<file path="config.mk">
export PLATFORM = sky130hd
export DESIGN_NAME = setting_sequencer_flat
export DESIGN_NICKNAME = d
export VERILOG_FILES = /design/src/rtl/setting_sequencer_if.sv /design/src/rtl/setting_sequencer.sv /design/src/flat_wrapper.sv
export SDC_FILE = /design/constraint.sdc
export NUM_CORES = 1
export LEC_CHECK = 0
export ABC_AREA = 1
export CORE_MARGIN = 2
export CORE_UTILIZATION = 48
export CTS_CLUSTER_SIZE = 14
export DETAILED_ROUTE_END_ITERATION = 8
export PLACE_DENSITY = 0.81
export SLEW_MARGIN = 5
export SYNTH_ARGS = -nofsm -noshare
export SYNTH_HDL_FRONTEND = slang
export SYNTH_SLANG_ARGS = --single-unit
</file>
<file path="constraint.sdc">
create_clock -name clk -period 1.9 [get_ports clk]
set_input_delay 0.38 -clock clk [delete_from_list [all_inputs] [get_ports clk]]
set_output_delay 0.38 -clock clk [all_outputs]
set_load 0.01 [all_outputs]
</file>
<file path="src/rtl/setting_sequencer_if.sv">
// Bus between the clock-board host logic and the setting sequencer.
// Handshake: every request (start/next/cancel/tick) is a one-cycle valid
// strobe with no ready; the sequencer decides on the edge it samples it,
// and every result (field_wr/commit/aborted/err) is a one-cycle valid
// strobe the host must take in that cycle, with no backpressure.
interface setting_sequencer_if #(
  parameter int NUM_TARGETS = 3,
  parameter int MAX_STEPS   = 4,
  parameter int FIELD_W     = 7
);
  localparam int SW = $clog2(MAX_STEPS);
  localparam int TW = (NUM_TARGETS > 1) ? $clog2(NUM_TARGETS) : 1;

  logic [NUM_TARGETS-1:0]    start;
  logic                      next;
  logic                      cancel;
  logic                      tick;
  logic [NUM_TARGETS*SW-1:0] steps_cfg;
  logic [FIELD_W-1:0]        sw_in;
  logic [FIELD_W-1:0]        lim_in;
  logic                      busy;
  logic [TW-1:0]             cur_target;
  logic [SW-1:0]             cur_step;
  logic                      field_wr;
  logic [SW-1:0]             field_idx;
  logic [FIELD_W-1:0]        field_data;
  logic [NUM_TARGETS-1:0]    commit;
  logic                      aborted;
  logic                      err;
  logic [1:0]                dbg_state;

  modport master (
    output start, next, cancel, tick, steps_cfg, sw_in, lim_in,
    input  busy, cur_target, cur_step, field_wr, field_idx, field_data,
           commit, aborted, err, dbg_state
  );

  modport slave (
    input  start, next, cancel, tick, steps_cfg, sw_in, lim_in,
    output busy, cur_target, cur_step, field_wr, field_idx, field_data,
           commit, aborted, err, dbg_state
  );
endinterface

</file>
<file path="src/rtl/setting_sequencer.sv">
// Multi-field setting entry controller: one field per accepted "next",
// range-checked against a host limit, with cancel and an inactivity timeout.
module setting_sequencer #(
  parameter int NUM_TARGETS = 3,
  parameter int MAX_STEPS   = 4,
  parameter int FIELD_W     = 7,
  parameter int TIMEOUT_S   = 10
) (
  input  logic clk,
  input  logic rst,
  setting_sequencer_if.slave bus
);
  localparam int SW = $clog2(MAX_STEPS);
  localparam int TW = (NUM_TARGETS > 1) ? $clog2(NUM_TARGETS) : 1;
  localparam logic [7:0] TIMEOUT_CNT = 8'(TIMEOUT_S);

  typedef enum logic [1:0] {
    S_IDLE   = 2'd0,
    S_ENTRY  = 2'd1,
    S_COMMIT = 2'd2
  } state_t;

  state_t                 r_state;
  logic                   r_busy;
  logic [TW-1:0]          r_cur_target;
  logic [SW-1:0]          r_cur_step;
  logic                   r_field_wr;
  logic [SW-1:0]          r_field_idx;
  logic [FIELD_W-1:0]     r_field_data;
  logic [NUM_TARGETS-1:0] r_commit;
  logic                   r_aborted;
  logic                   r_err;
  logic [7:0]             r_cnt;

  logic [TW-1:0] w_start_idx;
  logic [SW-1:0] w_last_step;
  logic [7:0]    w_cnt_inc;
  logic          w_field_ok;
  logic          w_timeout;

  // Lowest-indexed requesting target wins when several start together.
  always_comb begin
    w_start_idx = '0;
    for (int i = NUM_TARGETS - 1; i >= 0; i--) begin
      if (bus.start[i]) w_start_idx = TW'(i);
    end
  end

  // steps_cfg is read live every cycle, never latched.
  assign w_last_step = bus.steps_cfg[int'(r_cur_target) * SW +: SW];
  assign w_cnt_inc   = r_cnt + 8'd1;
  assign w_field_ok  = (bus.sw_in <= bus.lim_in);
  // A tick that completes the timeout beats a simultaneous next.
  assign w_timeout   = (TIMEOUT_S != 0) && bus.tick && (w_cnt_inc == TIMEOUT_CNT);

  // Entry FSM with all outputs registered; strobes default low every cycle.
  always_ff @(posedge clk or negedge rst) begin
    if (!rst) begin
      r_state      <= S_IDLE;
      r_busy       <= 1'b0;
      r_cur_target <= '0;
      r_cur_step   <= '0;
      r_field_wr   <= 1'b0;
      r_field_idx  <= '0;
      r_field_data <= '0;
      r_commit     <= '0;
      r_aborted    <= 1'b0;
      r_err        <= 1'b0;
      r_cnt        <= '0;
    end else begin
      r_field_wr <= 1'b0;
      r_commit   <= '0;
      r_aborted  <= 1'b0;
      r_err      <= 1'b0;
      case (r_state)
        S_IDLE: begin
          r_busy <= |bus.start;
          if (|bus.start) begin
            r_state      <= S_ENTRY;
            r_cur_target <= w_start_idx;
            r_cur_step   <= '0;
            r_cnt        <= '0;
          end
        end
        S_ENTRY: begin
          if (bus.cancel || w_timeout) begin
            r_aborted  <= 1'b1;
            r_busy     <= 1'b0;
            r_cur_step <= '0;
            r_state    <= S_IDLE;
          end else if (bus.next && w_field_ok) begin
            r_field_wr   <= 1'b1;
            r_field_idx  <= r_cur_step;
            r_field_data <= bus.sw_in;
            r_cnt        <= '0;
            if (r_cur_step == w_last_step) r_state <= S_COMMIT;
            else r_cur_step <= r_cur_step + 1'b1;
          end else begin
            // Rejected next raises err; any tick still counts.
            if (bus.next) r_err <= 1'b1;
            if (bus.tick) r_cnt <= w_cnt_inc;
          end
        end
        S_COMMIT: begin
          // commit follows the final field_wr by one cycle; busy drops after.
          r_commit   <= NUM_TARGETS'(1) << r_cur_target;
          r_cur_step <= '0;
          r_state    <= S_IDLE;
        end
        default: begin
          r_busy  <= 1'b0;
          r_state <= S_IDLE;
        end
      endcase
    end
  end

  assign bus.busy       = r_busy;
  assign bus.cur_target = r_cur_target;
  assign bus.cur_step   = r_cur_step;
  assign bus.field_wr   = r_field_wr;
  assign bus.field_idx  = r_field_idx;
  assign bus.field_data = r_field_data;
  assign bus.commit     = r_commit;
  assign bus.aborted    = r_aborted;
  assign bus.err        = r_err;
  assign bus.dbg_state  = r_state;
endmodule

</file>
<file path="src/flat_wrapper.sv">
// flat-port wrapper written by rule: the top's interface ports become plain ports
module setting_sequencer_flat 
#(
  parameter int NUM_TARGETS = 3,
  parameter int MAX_STEPS   = 4,
  parameter int FIELD_W     = 7,
  parameter int TIMEOUT_S   = 10
)
  (clk, rst, bus_start, bus_next, bus_cancel, bus_tick, bus_steps_cfg, bus_sw_in, bus_lim_in, bus_busy, bus_cur_target, bus_cur_step, bus_field_wr, bus_field_idx, bus_field_data, bus_commit, bus_aborted, bus_err, bus_dbg_state);
  setting_sequencer_if #(.NUM_TARGETS(NUM_TARGETS), .MAX_STEPS(MAX_STEPS), .FIELD_W(FIELD_W)) bus_i ();
  input  logic clk;
  input  logic rst;
  input wire logic [$bits(bus_i.start)-1:0] bus_start;
  input wire logic [$bits(bus_i.next)-1:0] bus_next;
  input wire logic [$bits(bus_i.cancel)-1:0] bus_cancel;
  input wire logic [$bits(bus_i.tick)-1:0] bus_tick;
  input wire logic [$bits(bus_i.steps_cfg)-1:0] bus_steps_cfg;
  input wire logic [$bits(bus_i.sw_in)-1:0] bus_sw_in;
  input wire logic [$bits(bus_i.lim_in)-1:0] bus_lim_in;
  output wire logic [$bits(bus_i.busy)-1:0] bus_busy;
  output wire logic [$bits(bus_i.cur_target)-1:0] bus_cur_target;
  output wire logic [$bits(bus_i.cur_step)-1:0] bus_cur_step;
  output wire logic [$bits(bus_i.field_wr)-1:0] bus_field_wr;
  output wire logic [$bits(bus_i.field_idx)-1:0] bus_field_idx;
  output wire logic [$bits(bus_i.field_data)-1:0] bus_field_data;
  output wire logic [$bits(bus_i.commit)-1:0] bus_commit;
  output wire logic [$bits(bus_i.aborted)-1:0] bus_aborted;
  output wire logic [$bits(bus_i.err)-1:0] bus_err;
  output wire logic [$bits(bus_i.dbg_state)-1:0] bus_dbg_state;
  assign bus_i.start = bus_start;
  assign bus_i.next = bus_next;
  assign bus_i.cancel = bus_cancel;
  assign bus_i.tick = bus_tick;
  assign bus_i.steps_cfg = bus_steps_cfg;
  assign bus_i.sw_in = bus_sw_in;
  assign bus_i.lim_in = bus_lim_in;
  assign bus_busy = bus_i.busy;
  assign bus_cur_target = bus_i.cur_target;
  assign bus_cur_step = bus_i.cur_step;
  assign bus_field_wr = bus_i.field_wr;
  assign bus_field_idx = bus_i.field_idx;
  assign bus_field_data = bus_i.field_data;
  assign bus_commit = bus_i.commit;
  assign bus_aborted = bus_i.aborted;
  assign bus_err = bus_i.err;
  assign bus_dbg_state = bus_i.dbg_state;
  setting_sequencer #(.NUM_TARGETS(NUM_TARGETS), .MAX_STEPS(MAX_STEPS), .FIELD_W(FIELD_W), .TIMEOUT_S(TIMEOUT_S)) u_core (.clk(clk), .rst(rst), .bus(bus_i));
endmodule
</file>
==> qor.txt, run 1 <==
==================================================================================
Status .............................................................. finished, violations left
Highest signal layer in the routed design ...........................         met4
Largest voltage drop on the vdd net .................................     0.684 mV
Routed length on met2 ...............................................      2.85 mm
First drt pass iteration count ......................................            4
Number of nets at the end of the flow ...............................          366
Static power due to leakage .........................................      1.45 nW
Share of the synthesized area in the top cell type ..................        41.2%
Antenna violation net count after detailed routing ..................            0
Most frequent cells in the layout ................................... nand2_1, clkdlybuf4s50_1, inv_1
Final routed DRC violation total ....................................            0
Data arrival time at the worst-slack endpoint .......................      2.21 ns
Area of all placed cells without fillers ............................     2860 µm²
Die W ...............................................................      65.7 µm
Number of distinct library cells after synthesis ....................           23
Cell mode on critical path ..........................................      nand2_1
Maxcap violations ...................................................            0
Core utilization of the finished layout .............................        78.0%
Area growth from synthesis to layout ................................        56.6%
Final HPWL from detailed placement ..................................      3.22 mm
Syn Inst Count ......................................................          253
Inserted Clock Buffers ..............................................            5
Clock latency at the later pin of the worst-skew pair ...............      0.28 ns
Kind of critical path ...............................................    in -> reg
Die area ............................................................     4310 µm²
Part of the cycle the worst path needs ..............................         105%
Vias in the first global route ......................................        1,760
Wirelength per Cell .................................................      13.9 µm
Crit-path slowest cell .............................................. clkdlybuf4s50_1
Deepest clock path buffer count .....................................            2
Register clock-pin slew on the reported worst setup and hold paths ..      0.06 ns
Syn_nets ............................................................          290
Global-route wire length before repair ..............................      7.42 mm
Final min period ....................................................      1.99 ns
Buffers on Ports ....................................................           49
Fin worst setup slack ...............................................   -0.0870 ns
Setup repair after global routing missed its margin .................          yes
Global Route Usage Sum ..............................................        22.4%
Pins Over Slew Limit ................................................            0
WL met3 .............................................................       175 µm
Sum Neg Setup Slack .................................................    -0.256 ns
RePlAce Congestion ..................................................        0.858
Clock tree from TritonCTS ...........................................         done
Fraction of the yosys area taken by sequential cells ................        41.2%
DP Area .............................................................     2490 µm²
Routed length on met1 ...............................................      2.11 mm
GRT Residual Overflow ...............................................            0
Initial cell density of the core ....................................        49.8%
I/O pin cnt .........................................................           50
Power density over cell area ........................................  1010 nW/µm²
Violations in the final reports ..................................... negative setup slack
Cell row count ......................................................           22
Area of the core ....................................................     3660 µm²
Post-Syn Area per Cell ..............................................     7.21 µm²
Via total after detailed routing ....................................        1,917
Final hold viol count ...............................................            0
Flip-flop and latch count after synthesis ...........................           30
Total power of the final layout .....................................      2.90 mW
Post-Syn Area .......................................................     1820 µm²
# clock sinks .......................................................           30
Leading cell type in the layout, fill and taps excluded .............      nand2_1
Top cells by area in the synthesized netlist ........................ dfrtp_1, nand2_1, inv_1
Final Setup Violations ..............................................            9
Delay contributed by the slowest stage of the critical path .........      0.46 ns
Routed vias/inst ....................................................         5.07
Final antenna diode count ...........................................            0
Required @ worst endpoint ...........................................      2.12 ns
Path category of the worst min-delay check ..........................    in -> reg
List of cells traversed by the critical path ........................ clkdlybuf4s50_1 > inv_1 > ha_1 > nand2_1 > nor2_2 > nand2_1 > nand2_1 > nand2_2 > nand2_4 > nand2_4 > nor2_1 > nand4_1 > nand2_1
Number of H-tree branching levels ...................................            2
Yosys top cell by area ..............................................      dfrtp_1
Final setup skew ....................................................   0.00420 ns
Warnings from Yosys .................................................            0
Achievable Freq .....................................................      503 MHz
Share of final-layout standard cells stronger than drive strength 1 .        22.7%
Headroom to the max-slew limit ......................................        64.4%
Vertical extent of the die ..........................................      65.7 µm
Worst hold margin ...................................................     0.376 ns
Category of the worst setup path launch point .......................    input pin
Clock Root Buffer ...................................................     clkbuf_8
Actual transition at the worst max-transition pin ...................     0.532 ns
Top fanout value on the critical path ...............................            8
Total routed wirelength .............................................      5.26 mm
Initial drt markers .................................................           97
Largest net degree at the start of global routing ...................           31
Nature of the critical path endpoint ................................         flop
Number of antenna violations at the first check in global routing ...            0
==================================================================================
-- Yosys cell counts --
library cell  count
nor3_1            4
inv_1            40
o21ai_0           4
inv_2             1
buf_2             1
nand2_1          83
nor2_1           22
nand2_2           3
a21oi_1           5
xor2_1            1
dfrtp_1          30
nand2_4           1
nand4_1          17
nand3b_1          2
and2_1            1
nand3_1          22
clkinv_1          1
buf_6             1
clkbuf_1          1
ha_1              9
o31ai_1           1
nor2_4            2
nand3_4           1
-- through the flow --
stage               instances  setup slack [ns]
finish                    378           -0.0870
global route              378            -0.181
CTS                       373           0.00383
detailed placement        364            -0.403
global placement          364            -0.343
floorplan                 253            0.0617
-- logic make-up after synthesis --
group	Yosys count	synth area share [%]
compound gates	10	2.88
xor+xnor	1	0.480
fa+ha+maj	9	6.17
buf+inv	45	9.74
flops	30	41.2
simple gates	158	39.6
-- repair_timing --
item / in CTS / in global routing
pin swaps: 2 / 28
resized for setup: 13 / 52
gates cloned: 0 / 1
buffers inserted: 1 / 4
hold buffers: 0 / 0
setup endpoints to repair: 19 / 24
-- final cells by class --
type	instances	area (µm²)
sequential	30	753
multi-input combinational	179	1070
inverter	42	168
fill	244	805
clock buffer	7	86.3
timing repair buffer	71	711
tap	48	60.1
clock inverter	1	5.00
-- metal layers --
layer	GRT usage, %	vias to the layer above
li1	-	962
met1	25.9	897
met2	40.2	46
met3	3.94	12
met4	9.90	0
met5	0	-
-- worst paths after layout --
check,to,slack [ns],start,cells after the start
max,u_core.r_cnt[3],-0.09,bus_lim_in[3],13
min,u_core.bus.field_data[5],0.38,bus_sw_in[5],3
max reg2reg,u_core.bus.err,-0.03,u_core.r_cnt[1],12
min reg2reg,u_core.bus.field_data[3],0.48,u_core.bus.field_data[3],2
max in group asynchronous,u_core.r_cnt[1],1.13,rst,2
min in group asynchronous,u_core.bus.field_wr,0.48,rst,2
-- state kept, by name (all words and copies together), names as in the netlist --
name and cells:
u_core.bus.field_data 7, u_core.bus.err 1, u_core.bus.commit 3, u_core.bus.field_idx 2
u_core.bus.cur_step 2, u_core.bus.cur_target 2, u_core.r_cnt 8, u_core.bus.dbg_state 2
u_core.bus.busy 1, u_core.bus.aborted 1, u_core.bus.field_wr 1
-- report_power, final --
part / total (mW) / switching [mW] / internal [mW] / leakage [nW]
clock: 0.525 / 0.234 / 0.291 / 0.0482
sequential: 0.947 / 0.148 / 0.799 / 0.395
combinational: 1.42 / 0.746 / 0.678 / 1.01
-- critical path, delay by kind of cell --
| family | cells | cell delay, ns |
|---|---|---|
| adders and majority gates | 1 | 0.28 |
| buffers and inverters | 2 | 0.51 |
| and+or+nand+nor | 10 | 1.04 |
No activity file was read; power rests on OpenSTA's default activity.
==> run 2: changes to the inputs <==
Settings changed: GPL_TIMING_DRIVEN set to 0, TNS_END_PERCENT set to 50.
==> qor.txt, run 2 (synthesized netlist as in run 1, its figures left out) <==
========================================================================================
RePlAce Congestion ........................................................        0.832
Wirelength per Cell .......................................................      14.5 µm
Die W .....................................................................      65.7 µm
Via total after detailed routing ..........................................        1,951
Final Setup Violations ....................................................           23
Final HPWL from detailed placement ........................................      3.17 mm
Nature of the critical path endpoint ......................................         flop
Most frequent cells in the layout ......................................... nand2_1, clkdlybuf4s50_1, inv_1
Psw .......................................................................      1.13 mW
Register with the most flip-flops ......................................... u_core.r_cnt
Dpl cells .................................................................          350
Setup slack, reg-to-reg ...................................................     -0.06 ns
Global Route Usage Sum ....................................................        22.9%
Actual transition at the worst max-transition pin .........................     0.681 ns
Fin worst setup slack .....................................................    -0.205 ns
Worst reg2reg startpoint .................................................. u_core.r_cnt[1]
Crit-path slowest cell .................................................... clkdlybuf4s50_1
Data arrival time at the worst-slack endpoint .............................      2.26 ns
Area growth from synthesis to layout ......................................        49.7%
Number of nets at the end of the flow .....................................          358
Clock Root Buffer .........................................................     clkbuf_8
Status .................................................................... finished, violations left
Category of cells accounting for the largest share of critical-path delay . simple AND/OR/NAND/NOR gates
Total routed wirelength ...................................................      5.36 mm
Kind of critical path .....................................................    in -> reg
Maxcap violations .........................................................            0
Delay contributed by the slowest stage of the critical path ...............      0.46 ns
Headroom to the max-slew limit ............................................        54.6%
Clock tree from TritonCTS .................................................         done
Clock latency at the later pin of the worst-skew pair .....................      0.29 ns
Required @ worst endpoint .................................................      2.06 ns
Achievable Freq ...........................................................      475 MHz
Static power due to leakage ...............................................      1.36 nW
Setup repair after global routing missed its margin .......................          yes
Path category of the worst min-delay check ................................  in -> async
Part of the power in combinational logic ..................................        48.8%
Routed vias/inst ..........................................................         5.29
Final setup skew ..........................................................   0.00782 ns
Share of final-layout standard cells stronger than drive strength 1 .......        17.1%
Deepest clock path buffer count ...........................................            2
Global-route wire length before repair ....................................      7.49 mm
Largest net degree at the start of global routing .........................           31
Clock power share .........................................................        17.2%
Number of antenna violations at the first check in global routing .........            0
Final min period ..........................................................      2.10 ns
Switching Share ...........................................................        40.0%
Buffers on Ports ..........................................................           49
Area of all placed cells without fillers ..................................     2730 µm²
Crit path buffers/inverters ...............................................            4
Pins Over Slew Limit ......................................................            0
Part of the cycle the worst path needs ....................................         111%
Final antenna diode count .................................................            0
Cell mode on critical path ................................................      nand2_1
Top fanout value on the critical path .....................................            5
Finished Layout Cells .....................................................          369
Number of hold buffers added after cts ....................................            0
Final hold viol count .....................................................            0
Final routed DRC violation total ..........................................            0
List of cells traversed by the critical path .............................. clkdlybuf4s50_1 > inv_1 > ha_1 > nand3_1 > nand2_1 > nand2_1 > nand2_1 > nand2_2 > nand2_4 > clkinv_4 > clkbuf_8 > nand2_1 > nand2_1 > nand2_1
Flip-flop count of the largest register after layout ......................            8
DP Area ...................................................................     2370 µm²
Initial cell density of the core ..........................................        49.8%
Number of H-tree branching levels .........................................            2
Vertical extent of the die ................................................      65.7 µm
Power density over cell area ..............................................  1030 nW/µm²
Leading cell type in the layout, fill and taps excluded ...................      nand2_1
First drt pass iteration count ............................................            4
Die area ..................................................................     4310 µm²
Sequential share of power .................................................        34.0%
Violations in the final reports ........................................... negative setup slack
Category of the worst setup path launch point .............................    input pin
GRT Residual Overflow .....................................................            0
Vias in the first global route ............................................        1,740
Cell row count ............................................................           22
Largest voltage drop on the vdd net .......................................     0.685 mV
Worst hold margin .........................................................     0.130 ns
Register clock-pin slew on the reported worst setup and hold paths ........      0.06 ns
Area of the core ..........................................................     3660 µm²
Initial drt markers .......................................................          140
Antenna violation net count after detailed routing ........................            0
# clock sinks .............................................................           30
Inserted Clock Buffers ....................................................            5
Worst setup startpoint .................................................... bus_lim_in[1]
I/O pin cnt ...............................................................           50
Design internal power .....................................................      1.69 mW
========================================================================================
[run 2: changes by cell type in the layout (fill, tap and decap cells not counted), sizes merged]
| cell | change |
|---|---|
| dlymetal6s2s | -5 |
| clkinv | -1 |
| dlygate4sd2 | +1 |
| buf | -9 |
| clkdlybuf4s50 | +3 |
| clkbuf | +2 |
[run 2: path summary, 6_finish.rpt]
check,to,depth (start not counted)
setup / recovery,u_core.bus.dbg_state[0],14
setup reg to reg,u_core.bus.busy,14
min in group clk,u_core.bus.field_data[4],3
max in group asynchronous,u_core.r_cnt[1],1
hold reg to reg,u_core.bus.field_idx[0],2
hold / removal,u_core.r_cnt[6],1
[run 2: what timing repair did]
item | 4_1_cts | 5_1_grt
gates cloned | 1 | 2
pin swaps | 5 | 17
setup buffers | 0 | 11
resized for setup | 17 | 33
setup endpoints to repair | 19 | 24
[run 2: layout make-up]
| cell class | count | area (µm²) |
|---|---|---|
| plain buffers | 3 | 30.0 |
| clock buffers | 7 | 76.3 |
| fillers | 271 | 931 |
| inverters | 42 | 163 |
| multi-input cells | 179 | 1050 |
| flip-flops and latches | 30 | 753 |
| well taps | 48 | 60.1 |
| repair buffers | 60 | 594 |
[run 2: worst reg2reg max path, delay by kind of cell, from the launching register on]
kind / cells / cell delay (ns)
buffers and inverters: 3 / 0.34
flip-flops: 1 / 0.46
AO/OA/AOI/OAI: 1 / 0.11
adder cells (fa/ha/maj): 1 / 0.13
AND/OR/NAND/NOR: 9 / 0.80
[run 2: power groups by stage]
| stage | logic, mW | registers [mW] | clock network [mW] |
|---|---|---|---|
| floorplan | 0.549 | 1.00 | 0 |
| global placement | 1.07 | 0.953 | 0 |
| detailed placement | 1.10 | 0.958 | 0 |
| CTS | 1.14 | 0.954 | 0.486 |
| global route | 1.51 | 0.980 | 0.519 |
| finish | 1.38 | 0.960 | 0.484 |
[run 2: per-stage QoR]
step,setup WS (ns),TNS (ns),utilization [%],power (mW)
after CTS,-0.0249,-0.0575,68.8,2.58
final,-0.205,-2.13,74.6,2.82
after global routing,-0.286,-4.93,74.6,3.00
after detailed placement,-0.689,-11.41,64.7,2.06
after global placement,-0.682,-13.34,64.9,2.03
after floorplan,0.0617,0,-,1.55
[run 2: metal layers]
layer / track usage [%] / part of all wire, % / vias to the layer above
li1: - / - / 941
met4: 8.07 / 3.5 / 0
met3: 5.31 / 5.0 / 20
met2: 41.2 / 54 / 70
met5: 0 / 0 / -
met1: 26.5 / 38 / 920
